===== src/rtl/vend_dispense_arbiter.sv =====
`default_nettype none
// ============================================================================
// Module      : vend_dispense_arbiter
// Description : Round-robin arbiter/sequencer sharing one dispense mechanism
//               (drink motor + change ejector) among NREQ vending front-ends.
//               Grants one requester, latches its drink code and change flag,
//               runs the motor through a done/timeout handshake, pulses the
//               change ejector and acknowledges the served requester.
// Options     : define VEND_ARB_STATS_EN to add the served_cnt output, a
//               16-bit wrapping count of services that did not time out.
// Revision    : 1.0 - initial release
// ============================================================================
module vend_dispense_arbiter #(
  parameter int NREQ        = 4,
  parameter int TIMEOUT_CYC = 255
) (
  input  logic                 clk,
  input  logic                 rst_n,
  input  logic [NREQ-1:0]      req,
  input  logic [2*NREQ-1:0]    req_drink,
  input  logic [NREQ-1:0]      req_chang,
  input  logic                 motor_done,
  output logic [NREQ-1:0]      ack,
  output logic                 motor_on,
  output logic [1:0]           motor_sel,
  output logic                 chang_out,
  output logic                 busy,
  output logic                 fault
`ifdef VEND_ARB_STATS_EN
  ,
  output logic [15:0]          served_cnt
`endif
);

  localparam int          IDXW    = (NREQ > 1) ? $clog2(NREQ) : 1;
  localparam logic [15:0] TO_LAST = 16'(TIMEOUT_CYC - 1);

  // One-hot encoded sequencer states
  typedef enum logic [4:0] {
    S_IDLE   = 5'b00001,
    S_GRANT  = 5'b00010,
    S_DISP   = 5'b00100,
    S_CHANGE = 5'b01000,
    S_ACK    = 5'b10000
  } state_t;

  state_t            state;
  state_t            state_nxt;
  logic [IDXW-1:0]   ptr;        // round-robin search start
  logic [IDXW-1:0]   win;        // index of requester being served
  logic [IDXW-1:0]   win_nxt;    // arbitration result in IDLE
  logic [IDXW-1:0]   ptr_nxt;    // winner+1 wrapped at NREQ
  logic [IDXW-1:0]   cand;
  logic [IDXW:0]     sum;
  logic              found;
  logic [1:0]        drink;      // latched drink code
  logic              chang;      // latched change-due flag
  logic              timed_out;  // current service ended by timeout
  logic [15:0]       tmr;        // cycles spent in DISP
  logic [1:0]        win_drink;  // drink slice of the granted requester

  assign win_drink = req_drink[{win, 1'b0} +: 2];
  assign ptr_nxt   = (win == IDXW'(NREQ - 1)) ? '0 : win + 1'b1;

  // Round-robin search: first pending request at or after ptr, wrapping
  always_comb begin
    win_nxt = '0;
    found   = 1'b0;
    sum     = '0;
    cand    = '0;
    for (int i = 0; i < NREQ; i++) begin
      sum = {1'b0, ptr} + (IDXW+1)'(i);
      if (sum >= (IDXW+1)'(NREQ)) begin
        sum = sum - (IDXW+1)'(NREQ);
      end
      cand = sum[IDXW-1:0];
      if (!found && req[cand]) begin
        found   = 1'b1;
        win_nxt = cand;
      end
    end
  end

  // State register; reset drops motor_on at once since it decodes from state
  always_ff @(posedge clk or negedge rst_n) begin
    if (!rst_n) begin
      state <= S_IDLE;
    end else begin
      state <= state_nxt;
    end
  end

  // Next-state logic and outputs decoded from state plus latched registers
  always_comb begin
    state_nxt = state;
    ack       = '0;
    motor_on  = 1'b0;
    motor_sel = 2'b00;
    chang_out = 1'b0;
    busy      = 1'b1;
    case (state)
      S_IDLE: begin
        busy = 1'b0;
        if (|req) begin
          state_nxt = S_GRANT;
        end
      end
      S_GRANT: begin
        // The drink being latched this cycle decides whether the motor runs
        state_nxt = (win_drink != 2'b00) ? S_DISP : S_CHANGE;
      end
      S_DISP: begin
        motor_on  = 1'b1;
        motor_sel = drink;
        // A done arriving on the last allowed cycle still counts as success
        if (motor_done) begin
          state_nxt = S_CHANGE;
        end else if (tmr == TO_LAST) begin
          state_nxt = S_ACK;
        end
      end
      S_CHANGE: begin
        chang_out = chang;
        state_nxt = S_ACK;
      end
      S_ACK: begin
        ack       = {{(NREQ-1){1'b0}}, 1'b1} << win;
        state_nxt = S_IDLE;
      end
      default: begin
        busy      = 1'b0;
        state_nxt = S_IDLE;
      end
    endcase
  end

  // Service datapath: winner, latched request data, timer, pointer, fault
  always_ff @(posedge clk or negedge rst_n) begin
    if (!rst_n) begin
      win       <= '0;
      ptr       <= '0;
      drink     <= 2'b00;
      chang     <= 1'b0;
      tmr       <= '0;
      timed_out <= 1'b0;
      fault     <= 1'b0;
    end else begin
      if (state == S_IDLE && (|req)) begin
        win <= win_nxt;
      end
      if (state == S_GRANT) begin
        drink     <= win_drink;
        chang     <= req_chang[win];
        tmr       <= '0;
        timed_out <= 1'b0;
      end
      if (state == S_DISP) begin
        tmr <= tmr + 16'd1;
        if (!motor_done && tmr == TO_LAST) begin
          fault     <= 1'b1;
          timed_out <= 1'b1;
        end
      end
      // ACK is only ever entered from DISP or CHANGE, so this is ACK entry
      if (state_nxt == S_ACK && state != S_ACK) begin
        ptr <= ptr_nxt;
      end
    end
  end

`ifdef VEND_ARB_STATS_EN
  logic [15:0] served_q;

  // Count acknowledged services that completed without a motor timeout
  always_ff @(posedge clk or negedge rst_n) begin
    if (!rst_n) begin
      served_q <= '0;
    end else if (state == S_ACK && !timed_out) begin
      served_q <= served_q + 16'd1;
    end
  end

  assign served_cnt = served_q;
`endif

endmodule
`default_nettype wire

===== config.mk =====
export PLATFORM = sky130hd
export DESIGN_NAME = vend_dispense_arbiter
export DESIGN_NICKNAME = d
export VERILOG_FILES = /design/src/rtl/vend_dispense_arbiter.sv
export SDC_FILE = /design/constraint.sdc
export NUM_CORES = 1
export LEC_CHECK = 0
export ABC_AREA = 1
export CORE_UTILIZATION = 30
export DETAILED_ROUTE_END_ITERATION = 8
export HOLD_SLACK_MARGIN = 0.1
export SLEW_MARGIN = 20
export SYNTH_ARGS = -nofsm -noshare
export SYNTH_HDL_FRONTEND = slang
export SYNTH_SLANG_ARGS = --single-unit

===== constraint.sdc =====
create_clock -name clk -period 1.4 [get_ports clk]
set_input_delay 0.35 -clock clk [delete_from_list [all_inputs] [get_ports clk]]
set_output_delay 0.35 -clock clk [all_outputs]
set_load 0.005 [all_outputs]

==> flow_metrics.py, run 1 <==
metrics = {
    "outcome": {
        "status": "complete, but fails checks",
        "violations": "setup timing",
    },
    "sta": {
        "worst_slew_pin_slew_ps": 343,
        "period_share": 1.33,
        "rsz0062_at_grt": "yes",
        "fmax_mhz": 537,
        "hold_ws_ps": 421,
        "fin_crit_ps": 1860,
        "slew_headroom": 0.769,
        "setup_violations": 34,
        "setup_slack_ps": -461,
        "drv_slew": 0,
        "hold_viol": 0,
        "fin_skew_ps": 9.75,
    },
    "power_and_ir_drop": {
        "pwr-share-clk": 0.169,
        "p_total_uw": 4630,
        "p_sw_uw": 1890,
        "intPower_uw": 2740,
        "power_frac_seq": 0.262,
        "vdd_drop_max_uv": 747,
        "swShare": 0.408,
        "p_per_area_nw_per_um2": 1450,
        "leakage_uw": 0.00155,
        "power_frac_comb": 0.569,
    },
    "place": {
        "post-place-ws_ps": -410,
        "port_buffers": 28,
        "dp_hpwl_mm": 3.62,
        "gp_congestion": 0.792,
        "dp.cells": 416,
    },
    "routing": {
        "viasPerCell": 4.64,
        "drcViolationCount": 0,
        "routed_wl_mm": 5.64,
        "first_pass_iters": 4,
        "num_vias": 2094,
        "ant_nets": 0,
        "routedWlPerCell_um": 12.5,
        "drt-initial-drc-count": 62,
    },
    "setup_path": {
        "crit_path_end_kind": "output pin",
        "cp_max_fo": 3,
        "arrival_ps": 1510,
        "required_ps": 1050,
        "critPathKind": "flip-flop to output pin",
        "cp-start-kind": "flip-flop",
    },
    "grt": {
        "first_global_vias": 2026,
        "grt-ovfl-total": 0,
        "gr-usage-all-layers": 0.162,
        "grt_first_pass_wirelength_mm": 9.08,
        "grt_start_max_net_pins": 30,
        "antenna_found_initial": 0,
    },
    "synthesis": {
        "synth_top_flop_cell": "dfrtp_1",
        "syn_avg_cell_area_um2": 7.07,
        "syn_inst": 281,
        "async_flop_share": 1.00,
        "ys_types": 32,
        "synth-edff-count": 0,
        "syn_area_um2": 1990,
        "synthesis.nets": 306,
        "yosys_warnings": 0,
        "ys_seq_area_frac": 0.366,
        "ys_ff_latch": 29,
    },
    "die": {
        "start_util": 0.311,
        "dieArea_um2": 6950,
        "ios": 29,
        "core_area_um2": 6390,
        "die_y_um": 83.4,
        "fp.dieW_um": 83.4,
        "std_cell_rows": 29,
    },
    "cells_and_area": {
        "multi_input_area_um2": 1300,
        "final_cell_mix": "nand2_1, buf_4, inv_1, dfrtp_1, nand2_2",
        "nets": 398,
        "ff_latch_area_um2": 731,
        "area_growth_pct": 61.1,
        "diodes": 0,
        "drive_gt1_frac": 0.441,
        "fillers": 636,
        "layout_commonest_cell": "nand2_1",
        "final_cells": 451,
    },
    "clocking": {
        "clkTransAtPathRegs_ps": 70,
        "cts_max_level": 2,
        "cts_tree": "yes",
        "numClockSinks": 29,
        "cts_buffer_depth": 2,
        "cts_hold_buf": 0,
        "insertion_delay_ps": 280,
        "clockRootBuffer": "clkbuf_8",
        "numCtsBuffers": 5,
    },
    "worst_hold_path": {
        "hp-class": "input port to asynchronous set/reset pin",
    },
    "run": {
        "cap_violations": 0,
    },
}
## final cells by class
cell class	count	area share
multi-input combinational	202	0.406
timing repair buffer	90	0.247
sequential	29	0.228
inverter	45	0.0567
clock buffer	7	0.0301
tap	77	0.0301
clock inverter	1	0.00156
## cells in the mapped netlist (3+ instances only)
library cell | instances | area share
nand2_1 | 79 | 0.15
ha_1 | 6 | 0.038
nand3_1 | 21 | 0.053
o21ai_1 | 13 | 0.033
nand2_2 | 6 | 0.019
inv_2 | 5 | 0.0095
nor2_1 | 25 | 0.047
nor2_4 | 4 | 0.023
inv_1 | 39 | 0.074
dfrtp_1 | 28 | 0.35
nand3_2 | 3 | 0.015
nor2_2 | 4 | 0.013
o21ai_0 | 10 | 0.025
a21oi_1 | 10 | 0.025
nand4_1 | 5 | 0.016
## power by group through the flow
stage	combinational [µW]	sequential, µW	clock, µW
finish	2640	1210	782
detailed placement	1890	1180	0
global placement	1850	1180	0
CTS	2180	1180	794
global route	2900	1240	833
floorplan	1130	1140	0
## what timing repair did
item	4_1_cts	5_1_grt
pin swaps	19	27
setup endpoints to repair	27	35
setup buffers	16	13
gates resized for setup	80	59
hold endpoints to repair	0	0
## worst max-delay path, cell delays in order, from the launching register on
cell	delay, ps
dfstp_2	600
nor2_4	80
nand4_4	80
buf_6	120
nand2_2	60
inv_2	80
nand3_2	70
buf_2	140
## registers in the layout, summed over array words and instances, names as in the netlist
name / cells
tmr: 16
state: 5
drink: 2
ptr: 2
win: 2
chang: 1
fault: 1
## path summary, 6_finish.rpt
check | end | startpoint | slack (ps) | cells past startpoint
max in group asynchronous | state[0]$_DFF_PN1_ | rst_n | 750 | 2
min | tmr[4]$_DFFE_PN0P_ | rst_n | 420 | 2
max reg2reg | ptr[0]$_DFFE_PN0P_ | state[0]$_DFF_PN1_ | -270 | 10
max | busy | state[0]$_DFF_PN1_ | -460 | 7
min in group clk | fault$_DFFE_PN0P_ | fault$_DFFE_PN0P_ | 470 | 2
min reg2reg | fault$_DFFE_PN0P_ | fault$_DFFE_PN0P_ | 470 | 2
## metal layers
layer / track usage / up-vias / wire, µm
li1: - / 1080 / -
met2: 0.291 / 34 / 2970
met5: 0 / - / 0
met1: 0.195 / 970 / 2420
met3: 0.0338 / 10 / 143
met4: 0.0423 / 0 / 103
## kinds of logic after synthesis
| group | after synthesis | synth area share |
|---|---|---|
| buf+inv | 50 | 0.105 |
| mux | 1 | 0.00504 |
| compound gates | 40 | 0.110 |
| fa+ha+maj | 6 | 0.0378 |
| flops | 29 | 0.366 |
| xor+xnor | 1 | 0.00441 |
| simple gates | 154 | 0.371 |
## metrics by stage
stage | util | setup TNS, ps | cell area, µm²
2_1_floorplan | - | 0 | 1990
3_3_place_gp | 0.407 | -5020 | 2600
3_5_place_dp | 0.407 | -5630 | 2600
4_1_cts | 0.461 | -4200 | 2940
5_1_grt | 0.501 | -8500 | 3200
6_report | 0.501 | -6000 | 3200
Note: power is estimated with default switching activity, not from simulation.
==> run 2: changes to the inputs <==
--- a/config.mk
+++ b/config.mk
@@ -9,4 +9,5 @@
 export CORE_UTILIZATION = 30
 export DETAILED_ROUTE_END_ITERATION = 8
+export DONT_BUFFER_PORTS = 1
 export HOLD_SLACK_MARGIN = 0.1
 export SLEW_MARGIN = 20
==> constraint.sdc (replaced) <==
create_clock -name clk -period 1.4 [get_ports clk]
set_input_delay 0.35 -clock clk [delete_from_list [all_inputs] [get_ports clk]]
set_output_delay 0.35 -clock clk [all_outputs]
set_load 0.1 [all_outputs]
==> run 2 against run 1 <==
  * The flow still finishes with violations (setup timing)
  * Worst setup slack gained 100 ps
  * Die area unchanged
  * Non-clock buffer count down 42
  * Clock skew shrank 1.7 ps
  * Critical path depth decreased by 2
  * Critical endpoint is now motor_sel[1]
  * Hold slack got worse by 180 ps
  * Global-route usage fell by 1.4 points
  * Sequential power barely moved
==> flow_metrics.py, run 2 (same netlist as run 1, synthesis figures left out) <==
metrics = {
    "clocking": {
        "cts_tree": "yes",
        "insertion_delay_ps": 280,
        "clockRootBuffer": "clkbuf_8",
        "numCtsBuffers": 5,
        "clkTransAtPathRegs_ps": 70,
        "numClockSinks": 29,
        "cts_max_level": 2,
        "cts_buffer_depth": 2,
    },
    "setup_path": {
        "crit_path_frequent_cell": "nor2_4",
        "required_ps": 1050,
        "arrival_ps": 1410,
        "path_cells": "nor2_4, nand4_4, buf_6, nor2_4, buf_12",
        "cp-start-kind": "flip-flop",
        "cp_slowest_cell": "dfrtp_1",
        "cp_max_fo": 4,
        "r2r_cells": 8,
        "max_stage_delay_ps": 430,
        "critPathKind": "flip-flop to output pin",
        "crit_path_end_kind": "output pin",
    },
    "cells_and_area": {
        "final_cell_mix": "nand2_1, inv_1, buf_4, dfrtp_1, nand2_2",
        "nets": 356,
        "ff_latch_area_um2": 733,
        "area_growth_pct": 46.3,
        "multi_input_area_um2": 1260,
        "post-route-util": 0.455,
        "largest_register_ffs": 16,
        "fillers": 629,
        "reg.largest.list": "tmr: 16 flops, state: 5 flops",
        "drive_gt1_frac": 0.377,
        "diodes": 0,
        "layout_commonest_cell": "nand2_1",
        "regMostFlops": "tmr",
    },
    "sta": {
        "setup_slack_ps": -361,
        "hold_viol": 0,
        "rsz0062_at_grt": "yes",
        "worst_slew_pin_slew_ps": 410,
        "slew_headroom": 0.724,
        "fin_crit_ps": 1760,
        "setup_violations": 21,
        "period_share": 1.26,
        "drv_slew": 0,
        "fin_skew_ps": 8.03,
        "fmax_mhz": 568,
        "finalSetupTns_ps": -4160,
    },
    "routing": {
        "ant_nets": 0,
        "viasPerCell": 4.69,
        "drcViolationCount": 0,
        "drt-initial-drc-count": 61,
        "routedWlPerCell_um": 11.6,
        "routed_wl_mm": 4.76,
        "num_vias": 1919,
        "first_pass_iters": 4,
    },
    "outcome": {
        "violations": "setup timing",
        "status": "complete, but fails checks",
    },
    "place": {
        "dp_hpwl_mm": 3.66,
        "gp_congestion": 0.836,
        "post-place-ws_ps": -127,
        "port_buffers": 0,
    },
    "worst_hold_path": {
        "hold_depth": 2,
        "hp-class": "input port to flip-flop",
    },
    "grt": {
        "antenna_found_initial": 0,
        "grt-ovfl-total": 0,
        "grt_first_pass_wirelength_mm": 8.41,
        "grt_start_max_net_pins": 30,
        "first_global_vias": 1875,
        "gr-usage-all-layers": 0.148,
    },
    "die": {
        "std_cell_rows": 29,
        "ios": 29,
        "fp.dieW_um": 83.4,
        "start_util": 0.311,
        "die_y_um": 83.4,
        "core_area_um2": 6390,
        "dieArea_um2": 6950,
    },
    "power_and_ir_drop": {
        "p_per_area_nw_per_um2": 1590,
        "vdd_drop_max_uv": 991,
        "p_total_uw": 4620,
        "leakage_uw": 0.00135,
    },
    "run": {
        "cap_violations": 0,
    },
}
run 2: per-stage QoR:
stage	cells	cell area, µm²	hold slack (ps)
after detailed placement	391	2560	55.4
after global routing	409	2910	253
final	409	2910	239
after floorplan	281	2110	54.4
after global placement	391	2560	55.3
after CTS	407	2780	233
run 2: worst max-delay path, delay by kind of cell (launching register included):
kind | cells | cell delay, ps
buffers and inverters | 2 | 330
and+or+nand+nor | 3 | 370
DFF | 1 | 430
run 2: final timing paths:
check / to / start / slack [ps]
setup / recovery: motor_sel[1] / state[1]$_DFF_PN0_ / -360
hold / removal: state[3]$_DFF_PN0_ / motor_done / 240
setup reg to reg: tmr[14]$_DFFE_PN0P_ / state[1]$_DFF_PN0_ / -150
hold reg to reg: tmr[5]$_DFFE_PN0P_ / tmr[5]$_DFFE_PN0P_ / 480
max in group asynchronous: state[0]$_DFF_PN1_ / rst_n / 650
min in group asynchronous: fault$_DFFE_PN0P_ / rst_n / 510
run 2: area by class of cell:
type                       count  area share
inverter                      45      0.0633
sequential                    29       0.252
multi-input combinational    202       0.434
tap                           77      0.0332
clock buffer                   6      0.0284
timing repair buffer          48       0.176
clock inverter                 2      0.0129
run 2: timing repair:
| item | 4_1_cts | 5_1_grt |
|---|---|---|
| pin swaps | 5 | 19 |
| cloned | 0 | 0 |
| resized for setup | 8 | 35 |
| endpoints found under the setup margin | 21 | 32 |
| endpoints found under the hold margin | 29 | 0 |
| hold buffers | 2 | 0 |
| buffers inserted | 6 | 2 |
run 2: where the power goes:
part	total (µW)	switching [µW]	leakage [µW]	internal, µW
Combinational	2470	1450	0.000916	1020
Clock	913	335	0.0000574	578
Sequential	1230	202	0.000378	1030
Total	4620	1990	0.00135	2620
run 2: layer usage:
layer / global-route usage / wire length (µm) / vias to the layer above
met3: 0.0408 / 221 / 4
met5: 0 / 0 / -
met2: 0.253 / 2310 / 43
met4: 0.0345 / 48 / 0
li1: - / - / 997
met1: 0.186 / 2180 / 875
==> edit (config.mk and constraints of run 1) <==
Add a define of `VEND_ARB_STATS_EN`.
--- a/src/rtl/vend_dispense_arbiter.sv
+++ b/src/rtl/vend_dispense_arbiter.sv
@@ -12,2 +12,4 @@
 // ============================================================================
+`define VEND_ARB_STATS_EN
+
 module vend_dispense_arbiter #(
Formal check against the unedited RTL (old outputs only; new: served_cnt): equivalent (equiv_simple and equiv_induct, registers matched by name and starting in step).
==> edit against run 1 <==
The run still ends with negative setup slack left; wire length rose by 31%; worst setup slack improved by 0.10 ns; clock skew rose by 0.0057 ns; global-route usage fell by 0.69 points; design area rose by 37%; power rose by 23%; clock power rose by 34%; synthesized area rose by 36%; sequential cell count rose by 17.
==> edit: results <==
group,metric,value,unit
run_status,status,"complete, but fails checks",
run_status,violations,"negative setup slack",
place,place_inst,548,
worst_setup_path,arrival,1.41,ns
yosys,ys_seq_elements,46,
grt,grt_pass1_wl,11900,um
grt,grt_use_met3,3.47,%
final_layout,clkCellAreaFrac,2.65,%
timing,relSlewSlack,80.9,%
power,p_comb,0.00293,W
grt,gr-usage-met2,26.8,%
yosys,netlist_instances,349,
yosys,ys_types,34,
final_layout,num-multi-input-gates,252,
power,power_frac_comb,51.3,%
place,gp_congestion,0.808,
yosys,synth.area.top_cells,"dfrtp_1 (42%), nand2_1 (13%), inv_1 (6.1%)",
clock_network,cts.clk_slew.worst_paths,0.09,ns
timing,tns,-7.02,ns
route,wl_met3,394,um
final_layout,seq-cell-share,26.3,%
route,met2_wirelength,3650,um
timing,whs,0.473,ns
power,switching_share,38.7,%
worst_setup_path,reg2regPathDepth,9,
timing,setup_slack,-0.359,ns
yosys,syn_nets,375,
timing,setup_violations,41,
place,hpwlAfterDp,4760,um
worst_setup_path,crit_fanout,4,
power,seq_power_share,30.4,%
final_layout,nNonClkInverters,48,
place,post_dp_cell_area,3640,um2
worst_setup_path,rr_startpoint,"state[1]",
clock_network,clock_latency,0.31,ns
place,portBuffers,44,
final_layout,buffers,131,
grt,grt_pass1_vias,2666,
final_layout,multiInputGateArea,1630,um2
final_layout,final-nonclk-buf-share,26.6,%
grt,grt_start_max_net_pins,47,
route,vias_per_cell,4.65,
final_layout,drive_above_1_share,39.4,%
final_layout,areaGrowthSynthToFinish,62.8,%
place,place_ws,-0.386,ns
yosys,ys_top_cells_by_count,"nand2_1 (91), dfrtp_1 (45), inv_1 (44)",
power,irDropWorstVdd,0.000483,V
worst_setup_path,r2r-end,"served_cnt[12]",
route,drt-initial-drc-count,100,
worst_setup_path,max_stage_delay,0.58,ns
yosys,yosysSeqAreaShare,42.8,%
timing,fin_skew,0.0154,ns
hold_path,worstHoldPathType,"reg -> reg",
power,p_leak,2.20,nW
final_layout,fin_nets,510,
final_layout,nFillCells,804,
floorplanning,taps,108,
route,routed_wl,7410,um
grt,grt_util_all_layers,15.5,%
==> edit: cell types whose count changed after synthesis, moves of 7 or more <==
cell	change
dfrtp_1	+17
nor2_1	+16
nand2_1	+12
o21ai_1	-12
o21ai_0	+11
xor2_1	+8
nand4_1	+7
xnor2_1	+7
==> edit: cells by family after synthesis <==
family	after synthesis	synth area share (%)
flip-flops	46	42.8
AO/OA/AOI/OAI	43	8.73
AND/OR/NAND/NOR	186	32.5
buffers and inverters	51	7.52
adder cells (fa/ha/maj)	7	3.25
XOR/XNOR	16	5.20
==> edit: timing repair <==
item / CTS / global route
pin swaps: 14 / 31
hold buffers: 1 / 0
endpoints found under the hold margin: 45 / 0
buffers inserted: 30 / 8
gates cloned: 1 / 1
endpoints found under the setup margin: 57 / 51
gates resized for setup: 115 / 71
==> edit: critical path, delay by kind of cell (launching register included) <==
kind / cells / cell delay (ns)
DFF: 1 / 0.58
buffers and inverters: 3 / 0.29
and+or+nand+nor: 4 / 0.23
